`src/rtl/axi_rd_arb_pkg.sv`:
```
// Shared encodings and sizes for the two-master AXI read-address arbiter.
// Build option AXI_RD_ARB_OUTSTANDING_LIMIT_EN is consumed by axi_read_arbiter.
package axi_rd_arb_pkg;

    typedef enum logic [1:0] {
        IDLE   = 2'b00,
        GRANT0 = 2'b01,
        GRANT1 = 2'b10
    } arb_state_t;

    localparam int DEF_MAX_OUTSTANDING = 4;
    localparam int CNT_W               = 3;

endpackage

```
`src/rtl/rd_outstanding_ctr.sv`:
```
// Per-master outstanding-burst counter; saturates at all-ones, holds at zero.
// Zero latency on o_underflow (pulse), count updates on the next rising edge.
module rd_outstanding_ctr
    import axi_rd_arb_pkg::*;
(
    input  logic             i_clk,
    input  logic             i_rst,
    input  logic             i_inc,
    input  logic             i_dec,
    output logic [CNT_W-1:0] o_count,
    output logic             o_underflow
);

    logic [CNT_W-1:0] r_count;

    // A simultaneous inc and dec cancel, so only a net decrement can underflow.
    assign o_underflow = i_dec & ~i_inc & (r_count == '0);
    assign o_count     = r_count;

    always_ff @(posedge i_clk) begin
        if (i_rst) begin
            r_count <= '0;
        end else if (i_inc && !i_dec) begin
            if (r_count != '1) r_count <= r_count + CNT_W'(1);
        end else if (i_dec && !i_inc) begin
            if (r_count != '0) r_count <= r_count - CNT_W'(1);
        end
    end

endmodule

```
`src/rtl/axi_read_arbiter.sv`:
```
// Round-robin AR arbiter for two masters onto one slave, with ID-based R routing.
// AR: 1-cycle grant latency, grant held until handshake; R: combinational. Option: AXI_RD_ARB_OUTSTANDING_LIMIT_EN.
module axi_read_arbiter
    import axi_rd_arb_pkg::*;
#(
    parameter int BusWidth        = 32,
    parameter int tagbits         = 1,
    parameter int MAX_OUTSTANDING = DEF_MAX_OUTSTANDING
) (
    input  logic                ACLK,
    input  logic                ARESET,
    input  logic                m0_ARVALID,
    input  logic [tagbits-1:0]  m0_ARID,
    input  logic [BusWidth-1:0] m0_ARADDR,
    input  logic [3:0]          m0_ARLEN,
    input  logic [1:0]          m0_ARSIZE,
    input  logic [1:0]          m0_ARBURST,
    input  logic [1:0]          m0_ARLOCK,
    input  logic [3:0]          m0_ARCACHE,
    input  logic [2:0]          m0_ARPROT,
    output logic                m0_ARREADY,
    input  logic                m1_ARVALID,
    input  logic [tagbits-1:0]  m1_ARID,
    input  logic [BusWidth-1:0] m1_ARADDR,
    input  logic [3:0]          m1_ARLEN,
    input  logic [1:0]          m1_ARSIZE,
    input  logic [1:0]          m1_ARBURST,
    input  logic [1:0]          m1_ARLOCK,
    input  logic [3:0]          m1_ARCACHE,
    input  logic [2:0]          m1_ARPROT,
    output logic                m1_ARREADY,
    output logic                S_ARVALID,
    output logic [tagbits:0]    S_ARID,
    output logic [BusWidth-1:0] S_ARADDR,
    output logic [3:0]          S_ARLEN,
    output logic [1:0]          S_ARSIZE,
    output logic [1:0]          S_ARBURST,
    output logic [1:0]          S_ARLOCK,
    output logic [3:0]          S_ARCACHE,
    output logic [2:0]          S_ARPROT,
    input  logic                S_ARREADY,
    input  logic [tagbits:0]    S_RID,
    input  logic [BusWidth-1:0] S_RDATA,
    input  logic [1:0]          S_RRESP,
    input  logic                S_RLAST,
    input  logic                S_RVALID,
    output logic                S_RREADY,
    output logic [tagbits-1:0]  m0_RID,
    output logic [BusWidth-1:0] m0_RDATA,
    output logic [1:0]          m0_RRESP,
    output logic                m0_RLAST,
    output logic                m0_RVALID,
    input  logic                m0_RREADY,
    output logic [tagbits-1:0]  m1_RID,
    output logic [BusWidth-1:0] m1_RDATA,
    output logic [1:0]          m1_RRESP,
    output logic                m1_RLAST,
    output logic                m1_RVALID,
    input  logic                m1_RREADY,
    output logic [CNT_W-1:0]    m0_outstanding,
    output logic [CNT_W-1:0]    m1_outstanding,
    output logic                rlast_err
);

`ifdef AXI_RD_ARB_OUTSTANDING_LIMIT_EN
    localparam bit LimitEn = 1'b1;
`else
    localparam bit LimitEn = 1'b0;
`endif
    localparam logic [CNT_W-1:0] MaxCnt = CNT_W'(MAX_OUTSTANDING);

    arb_state_t r_state;
    logic       r_last_grant;
    logic       r_rlast_err;
    logic       w_elig0, w_elig1, w_ar_hs0, w_ar_hs1;
    logic       w_rsel, w_r_last_hs, w_dec0, w_dec1, w_uf0, w_uf1;

    assign w_elig0  = m0_ARVALID & ~(LimitEn & (m0_outstanding == MaxCnt));
    assign w_elig1  = m1_ARVALID & ~(LimitEn & (m1_outstanding == MaxCnt));
    assign w_ar_hs0 = (r_state == GRANT0) & m0_ARVALID & S_ARREADY;
    assign w_ar_hs1 = (r_state == GRANT1) & m1_ARVALID & S_ARREADY;

    always_ff @(posedge ACLK) begin
        if (ARESET) begin
            r_state      <= IDLE;
            r_last_grant <= 1'b1;
        end else begin
            case (r_state)
                IDLE: begin
                    if (w_elig0 && w_elig1) r_state <= r_last_grant ? GRANT0 : GRANT1;
                    else if (w_elig0)       r_state <= GRANT0;
                    else if (w_elig1)       r_state <= GRANT1;
                end
                GRANT0: if (w_ar_hs0) begin
                    r_state      <= IDLE;
                    r_last_grant <= 1'b0;
                end
                GRANT1: if (w_ar_hs1) begin
                    r_state      <= IDLE;
                    r_last_grant <= 1'b1;
                end
                default: r_state <= IDLE;
            endcase
        end
    end

    // AR path follows the granted master directly; IDLE drives all zeros.
    always_comb begin
        S_ARVALID = 1'b0;  S_ARID    = '0;  S_ARADDR = '0;  S_ARLEN   = '0;
        S_ARSIZE  = '0;    S_ARBURST = '0;  S_ARLOCK = '0;  S_ARCACHE = '0;
        S_ARPROT  = '0;    m0_ARREADY = 1'b0;  m1_ARREADY = 1'b0;
        case (r_state)
            GRANT0: begin
                S_ARVALID = m0_ARVALID;  S_ARID    = {1'b0, m0_ARID};
                S_ARADDR  = m0_ARADDR;   S_ARLEN   = m0_ARLEN;
                S_ARSIZE  = m0_ARSIZE;   S_ARBURST = m0_ARBURST;
                S_ARLOCK  = m0_ARLOCK;   S_ARCACHE = m0_ARCACHE;
                S_ARPROT  = m0_ARPROT;   m0_ARREADY = S_ARREADY;
            end
            GRANT1: begin
                S_ARVALID = m1_ARVALID;  S_ARID    = {1'b1, m1_ARID};
                S_ARADDR  = m1_ARADDR;   S_ARLEN   = m1_ARLEN;
                S_ARSIZE  = m1_ARSIZE;   S_ARBURST = m1_ARBURST;
                S_ARLOCK  = m1_ARLOCK;   S_ARCACHE = m1_ARCACHE;
                S_ARPROT  = m1_ARPROT;   m1_ARREADY = S_ARREADY;
            end
            default: ;
        endcase
    end

    // The top RID bit names the master that issued the burst.
    assign w_rsel    = S_RID[tagbits];
    assign S_RREADY  = w_rsel ? m1_RREADY : m0_RREADY;
    assign m0_RID    = S_RID[tagbits-1:0];
    assign m1_RID    = S_RID[tagbits-1:0];
    assign m0_RDATA  = S_RDATA;
    assign m1_RDATA  = S_RDATA;
    assign m0_RRESP  = S_RRESP;
    assign m1_RRESP  = S_RRESP;
    assign m0_RLAST  = S_RLAST;
    assign m1_RLAST  = S_RLAST;
    assign m0_RVALID = S_RVALID & ~w_rsel;
    assign m1_RVALID = S_RVALID &  w_rsel;

    assign w_r_last_hs = S_RVALID & S_RREADY & S_RLAST;
    assign w_dec0      = w_r_last_hs & ~w_rsel;
    assign w_dec1      = w_r_last_hs &  w_rsel;

    rd_outstanding_ctr u_ctr0 (
        .i_clk(ACLK), .i_rst(ARESET), .i_inc(w_ar_hs0), .i_dec(w_dec0),
        .o_count(m0_outstanding), .o_underflow(w_uf0)
    );
    rd_outstanding_ctr u_ctr1 (
        .i_clk(ACLK), .i_rst(ARESET), .i_inc(w_ar_hs1), .i_dec(w_dec1),
        .o_count(m1_outstanding), .o_underflow(w_uf1)
    );

    always_ff @(posedge ACLK) begin
        if (ARESET)              r_rlast_err <= 1'b0;
        else if (w_uf0 || w_uf1) r_rlast_err <= 1'b1;
    end
    assign rlast_err = r_rlast_err;

endmodule
```
`config.mk`:
```
export PLATFORM = sky130hd
export DESIGN_NAME = axi_read_arbiter
export DESIGN_NICKNAME = d
export VERILOG_FILES = /design/src/rtl/axi_rd_arb_pkg.sv /design/src/rtl/rd_outstanding_ctr.sv /design/src/rtl/axi_read_arbiter.sv
export SDC_FILE = /design/constraint.sdc
export NUM_CORES = 1
export LEC_CHECK = 0
export ABC_AREA = 1
export CORE_AREA = 2 2 110 112
export DETAILED_ROUTE_END_ITERATION = 7
export DIE_AREA = 0 0 112 114
export GPL_TIMING_DRIVEN = 0
export HOLD_SLACK_MARGIN = 0.02
export PLACE_DENSITY = 0.73
export SYNTH_ARGS = -nofsm -noshare
export SYNTH_HDL_FRONTEND = slang
export SYNTH_SLANG_ARGS = --single-unit
```
`constraint.sdc`:
```
create_clock -name ACLK -period 5.2 [get_ports ACLK]
set_clock_uncertainty 0.15 [all_clocks]
set_input_delay 0.52 -clock ACLK [delete_from_list [all_inputs] [get_ports ACLK]]
set_output_delay 0.52 -clock ACLK [all_outputs]
set_load 0.1 [all_outputs]
```
==> results of run 1 <==
## worst min-delay path, stage by stage (launching register included)
cell and delay [ns]:
dfxtp_1 0.32, nand2_1 0.06, nand3_1 0.05
## state kept, by name, indices dropped and copies added (netlist names)
register / flops
r_state: 2
rlast_err: 1
u_ctr1.o_count: 3
r_last_grant: 1
u_ctr0.o_count: 3
## stage by stage
step           hold WS [ns]  instance area [um2]  power [W]
5_1_grt               0.342                 4800    0.00236
2_1_floorplan         0.274                 2090    0.00160
3_3_place_gp          0.285                 4730    0.00212
4_1_cts               0.304                 4800    0.00227
6_report              0.306                 4800    0.00225
3_5_place_dp          0.293                 4730    0.00213
## cell usage in the layout (no fill, tap or decap), types with 2 or more instances in the layout
master	synthesis	routed
nor2_1	9	9
buf_4	74	74
ha_1	6	6
nand2_1	138	138
a21oi_1	57	57
o21ai_0	7	7
clkbuf_16	0	3
nand3_1	15	15
nor2_4	2	2
nand2_2	8	8
inv_2	2	2
clkdlybuf4s50_1	0	245
inv_1	27	27
clkbuf_1	15	15
dfxtp_1	10	10
## where the power goes
| group | total [W] | switching, W | internal (W) |
|---|---|---|---|
| combinational | 0.00201 | 0.00154 | 0.000471 |
| clock | 0.000136 | 0.0000367 | 0.0000998 |
| sequential | 0.000105 | 0.0000137 | 0.0000913 |
| total | 0.00225 | 0.00159 | 0.000662 |
## metal layers
| metal | share of wire [%] | GRT usage, % |
|---|---|---|
| met5 | 0 | 0 |
| met4 | 1.1 | 2.44 |
| met3 | 8.2 | 3.13 |
| met2 | 49 | 25.1 |
| met1 | 42 | 18.4 |
## worst paths after layout
kind	cells past startpoint	slack (ns)	from	end
worst max register to register	15	3.20	r_state[1]	u_ctr0.o_count[2]
worst min register to register	2	0.31	r_last_grant	r_last_grant
worst max-delay path	7	1.42	r_state[0]	S_ARADDR[14]
worst min-delay path	2	0.31	r_last_grant	r_last_grant
## cell families (layout without fill, tap and decap cells)
family	count (synthesis)	count (layout)	synth area share (%)
AND/OR/NAND/NOR	177	177	36.0
buffers and inverters	119	367	34.6
AO/OA/AOI/OAI	67	67	16.2
flip-flops	10	10	9.58
adder cells (fa/ha/maj)	6	6	3.59
## layout make-up
cell class	count	area share, %
flip-flops and latches	10	4.17
plain buffers	89	12.7
repair buffers	245	51.1
clock buffers	3	1.56
multi-input cells	250	24.3
inverters	30	2.34
well taps	147	3.83
==> flow_summary_export.csv, run 1 <==
group,metric,value,unit
route,drt-total-wl,10.2,mm
placed_design,dp_hpwl,8.53,mm
floorplan,die-area,12800,um2
clock_network,insertion_delay,0.24,ns
yosys,synth_area_leaders,"buf_4 (27%), nand2_1 (25%), a21oi_1 (14%)",
timing,period_share,72.7,%
worst_setup_path,slowest_stage,"clkdlybuf4s50_1",
route,final_antenna_net_count,0,
final_layout,syn2layout_area_growth,130,%
worst_setup_path,path_buf_inv,4,
yosys,synth_top_area_share,26.6,%
final_layout,instances_no_fill,774,
yosys,ys_top_cells_by_count,"nand2_1 (138), buf_4 (74), a21oi_1 (57), inv_1 (27)",
route,drcViolationCount,0,
power_and_ir_drop,power.leakage,1.96,nW
job,maxCapViolations,0,
floorplan,die_w,112,um
floorplan,die_h,114,um
worst_setup_path,cp.required,4.53,ns
grt,grt_pass1_vias,2798,
timing,rsz0062_at_grt,"no",
clock_network,ctsHoldBuffers,0,
clock_network,post_cts_buffers,0,
placed_design,place.gp.congestion,0.803,
worst_setup_path,crit_family,"buffers and inverters",
clock_network,path_clk_slew,0.04,ns
grt,grt-ovfl-total,0,
clock_network,htreeDepth,1,
clock_network,root_buffer,"clkbuf_16",
run_status,status,"finished, final reports clean",
final_layout,regArea,200,um2
floorplan,start_util,17.9,%
yosys,ys.flop_type,"dfxtp_1",
floorplan,core_region_area,11700,um2
yosys,async_flop_share,0,%
yosys,synth.avg_cell_area,5.52,um2
yosys,ys_seq_area_share,9.58,%
floorplan,ios,281,
timing,tightest_slew,1.00,ns
yosys,synth-seq-cells,10,
power_and_ir_drop,power.density,469,nW/um2
floorplan,row_count,40,
worst_setup_path,cp.arrival,3.11,ns
placed_design,place_inst,771,
clock_network,clk_path_buf_depth,2,
yosys,synth-edff-count,0,
yosys,synth_cell_type_count,22,
timing,tns,0,ns
timing,fmax,264,MHz
timing,hold_violations,0,
route,drt_iter0_markers,116,
placed_design,io_buffers,245,
timing,slew_headroom,32.8,%
placed_design,place_ws,1.64,ns
final_layout,multi_input_area,1170,um2
power_and_ir_drop,irDropWorstVdd,0.000323,V
final_layout,antennaDiodeCount,0,
timing,maxSlewViolCount,0,
timing,period_minus_slack,3.78,ns
yosys,synth.cell_area,2090,um2
route,drtPass1Iterations,4,
worst_setup_path,slowest_delay,1.17,ns
final_layout,n_fill_cell,1209,
worst_setup_path,worst_setup_path_start_kind,"flip-flop",
hold_path,hp-class,"flip-flop to flip-flop",
clock_network,cts_resized,0,
yosys,yosys.area.top_type,"buf_4",
yosys,synth_most_common_cell,"nand2_1",
route,vias,3104,
grt,grt_usage,14.3,%
yosys,synth_nets,530,
worst_setup_path,path_max_fanout,10,
final_layout,nets,780,
final_layout,final_layout_size_suffix_gt1_share,14.8,%
final_layout,postLayoutCoreUtil,41.0,%
yosys,syn_inst,379,
route,viasPerCell,4.01,
worst_setup_path,path_class,"flip-flop to primary output",
worst_setup_path,crit_chain,"inv_1, ha_1, buf_4, clkbuf_1, nand2_1, a21oi_1, clkdlybuf4s50_1",
worst_setup_path,endpoint_kind,"primary output",
grt,grt_max_degree,11,
yosys,synth-warning-count,0,
timing,final.setup.worst_slack,1.42,ns
clock_network,cts_made_buffers,3,
grt,antenna_found_initial,0,
clock_network,clkSinkCount,10,
grt,grt_first_pass_wirelength,14.6,mm
timing,setup_viol,0,
clock_network,tritoncts,"done",
route,wl_per_cell,13.2,um
Power figures use the tool's default switching activity.
==> inputs of run 2 (changes only) <==
CORE_AREA = 2 2 107 109   (was 2 2 110 112)
DIE_AREA = 0 0 109 111   (was 0 0 112 114)
PLACE_DENSITY = 0.76   (was 0.73)
clock period = 3.9 ns   (was 5.2 ns; I/O delays follow)
==> flow_summary_export.csv, run 2 (synthesized netlist as in run 1, its figures left out) <==
group,metric,value,unit
clock_network,ctsHoldBuffers,0,
clock_network,post_cts_buffers,0,
grt,grt_first_pass_wirelength,14.4,mm
power_and_ir_drop,power,0.00301,W
floorplan,die_h,111,um
clock_network,path_clk_slew,0.04,ns
floorplan,die_w,109,um
final_layout,syn2layout_area_growth,130,%
placed_design,place.gp.congestion,0.793,
route,final_antenna_net_count,0,
final_layout,mostFrequentLayoutCells,"clkdlybuf4s50_1 (245), nand2_1 (138), buf_4 (74), a21oi_1 (57), inv_1 (27)",
floorplan,core_region_area,11100,um2
timing,maxSlewViolCount,0,
clock_network,tritoncts,"done",
final_layout,nets,780,
grt,grt_usage,15.3,%
grt,grt_max_degree,11,
final_layout,instances_no_fill,772,
route,drt_iter0_markers,103,
placed_design,place_ws,0.486,ns
timing,fmax,279,MHz
worst_setup_path,cp.arrival,3.05,ns
clock_network,clk_path_buf_depth,2,
route,wl_per_cell,13.2,um
route,viasPerCell,4.03,
timing,period_share,92.0,%
worst_setup_path,reg2reg_from,"r_state[0]",
timing,hold_violations,0,
clock_network,clkSinkCount,10,
clock_network,cts_resized,0,
timing,setup_viol,0,
route,drtPass1Iterations,4,
grt,grt_pass1_vias,2765,
placed_design,place_inst,767,
route,drt-total-wl,10.2,mm
power_and_ir_drop,irDropWorstVdd,0.000393,V
worst_setup_path,cp.required,3.36,ns
timing,tightest_slew,1.03,ns
worst_setup_path,slowest_stage,"clkdlybuf4s50_1",
worst_setup_path,rr_endpoint,"u_ctr1.o_count[2]",
worst_setup_path,endpoint_kind,"primary output",
clock_network,cts_made_buffers,3,
hold_path,hold_path_end,"r_last_grant",
run_status,status,"finished, final reports clean",
grt,grt-ovfl-total,0,
clock_network,root_buffer,"clkbuf_16",
grt,antenna_found_initial,1,
route,drcViolationCount,0,
placed_design,dp_hpwl,8.62,mm
timing,final.setup.worst_slack,0.312,ns
hold_path,min_from,"r_last_grant",
final_layout,final_common_cell,"clkdlybuf4s50_1",
timing,period_minus_slack,3.59,ns
power_and_ir_drop,power.leakage,1.97,nW
floorplan,die-area,12100,um2
job,maxCapViolations,0,
hold_path,hp-class,"flip-flop to flip-flop",
placed_design,io_buffers,245,
route,vias,3112,
clock_network,htreeDepth,1,
final_layout,final_layout_size_suffix_gt1_share,15.0,%
timing,hold_slack,0.311,ns
worst_setup_path,worst_setup_path_start_kind,"flip-flop",
worst_setup_path,r2r_cells,15,
floorplan,start_util,18.9,%
worst_setup_path,path_max_fanout,10,
hold_path,hold_depth,2,
floorplan,row_count,39,
worst_setup_path,slowest_delay,1.16,ns
timing,slew_headroom,31.4,%
worst_setup_path,path_class,"flip-flop to primary output",
power_and_ir_drop,power.density,626,nW/um2
timing,tns,0,ns
floorplan,ios,281,
worst_setup_path,crit_chain,"inv_1, ha_1, buf_4, clkbuf_1, nand2_1, a21oi_1, clkdlybuf4s50_1",
timing,rsz0062_at_grt,"no",
worst_setup_path,r2r_setup_slack,1.93,ns
clock_network,insertion_delay,0.24,ns
-- run 2: cell types whose count changed in the layout (fill, tap and decap cells not counted), sizes merged --
| cell | previous run | this run |
|---|---|---|
| diode | 0 | 1 |
| clkbuf | 18 | 19 |
-- run 2: worst max path at each step --
stage,cells past startpoint,slack [ns],from,end
2_1_floorplan,2,0.84,m0_RREADY,S_RREADY
3_3_place_gp,7,0.49,r_state[0],S_ARADDR[19]
3_5_place_dp,7,0.49,r_state[0],S_ARADDR[19]
4_1_cts,7,0.22,r_state[0],S_ARADDR[19]
5_1_grt,7,0.09,r_state[0],S_ARADDR[19]
6_report,7,0.31,r_state[0],S_ARADDR[19]
-- run 2: power by group --
group	internal [W]	total, W	switching [W]
Combinational	0.000628	0.00267	0.00204
Clock	0.000155	0.000209	0.0000547
Sequential	0.000122	0.000139	0.0000177
Total	0.000904	0.00301	0.00211
-- run 2: routing by layer --
layer | GRT usage, % | vias up | share of wire (%)
met4 | 2.56 | 0 | 0.59
met2 | 27.6 | 132 | 50
met5 | 0 | - | 0
met1 | 18.4 | 1355 | 40
li1 | - | 1620 | -
met3 | 3.41 | 5 | 9.6
-- run 2: layout make-up --
class	instances	area (um2)
Sequential cell	10	200
Clock buffer	4	88.8
Multi-Input combinational cell	250	1170
Timing Repair Buffer	245	2450
Antenna cell	1	2.50
Tap cell	143	179
Buffer	89	612
Fill cell	1139	6260
Inverter	30	113
-- run 2: critical path, delay by kind of cell (launching register included) --
family,cells,cell delay (ns)
flip-flops,1,0.30
AND/OR/NAND/NOR,1,0.20
buffers and inverters,4,1.96
AO/OA/AOI/OAI,1,0.17
adder cells (fa/ha/maj),1,0.16
-- run 2: per-stage QoR --
stage | area, um2 | util, %
final | 4810 | 43.5
after floorplan | 2090 | -
after CTS | 4810 | 43.4
after global placement | 4720 | 42.6
after global routing | 4810 | 43.4
after detailed placement | 4720 | 42.6
==> inputs of run 3 (changes only) <==
CTS_CLUSTER_SIZE = 30   (was unset)
==> results of run 3 <==
No change in the layout: final DEF, timing and power equal those of run 2.
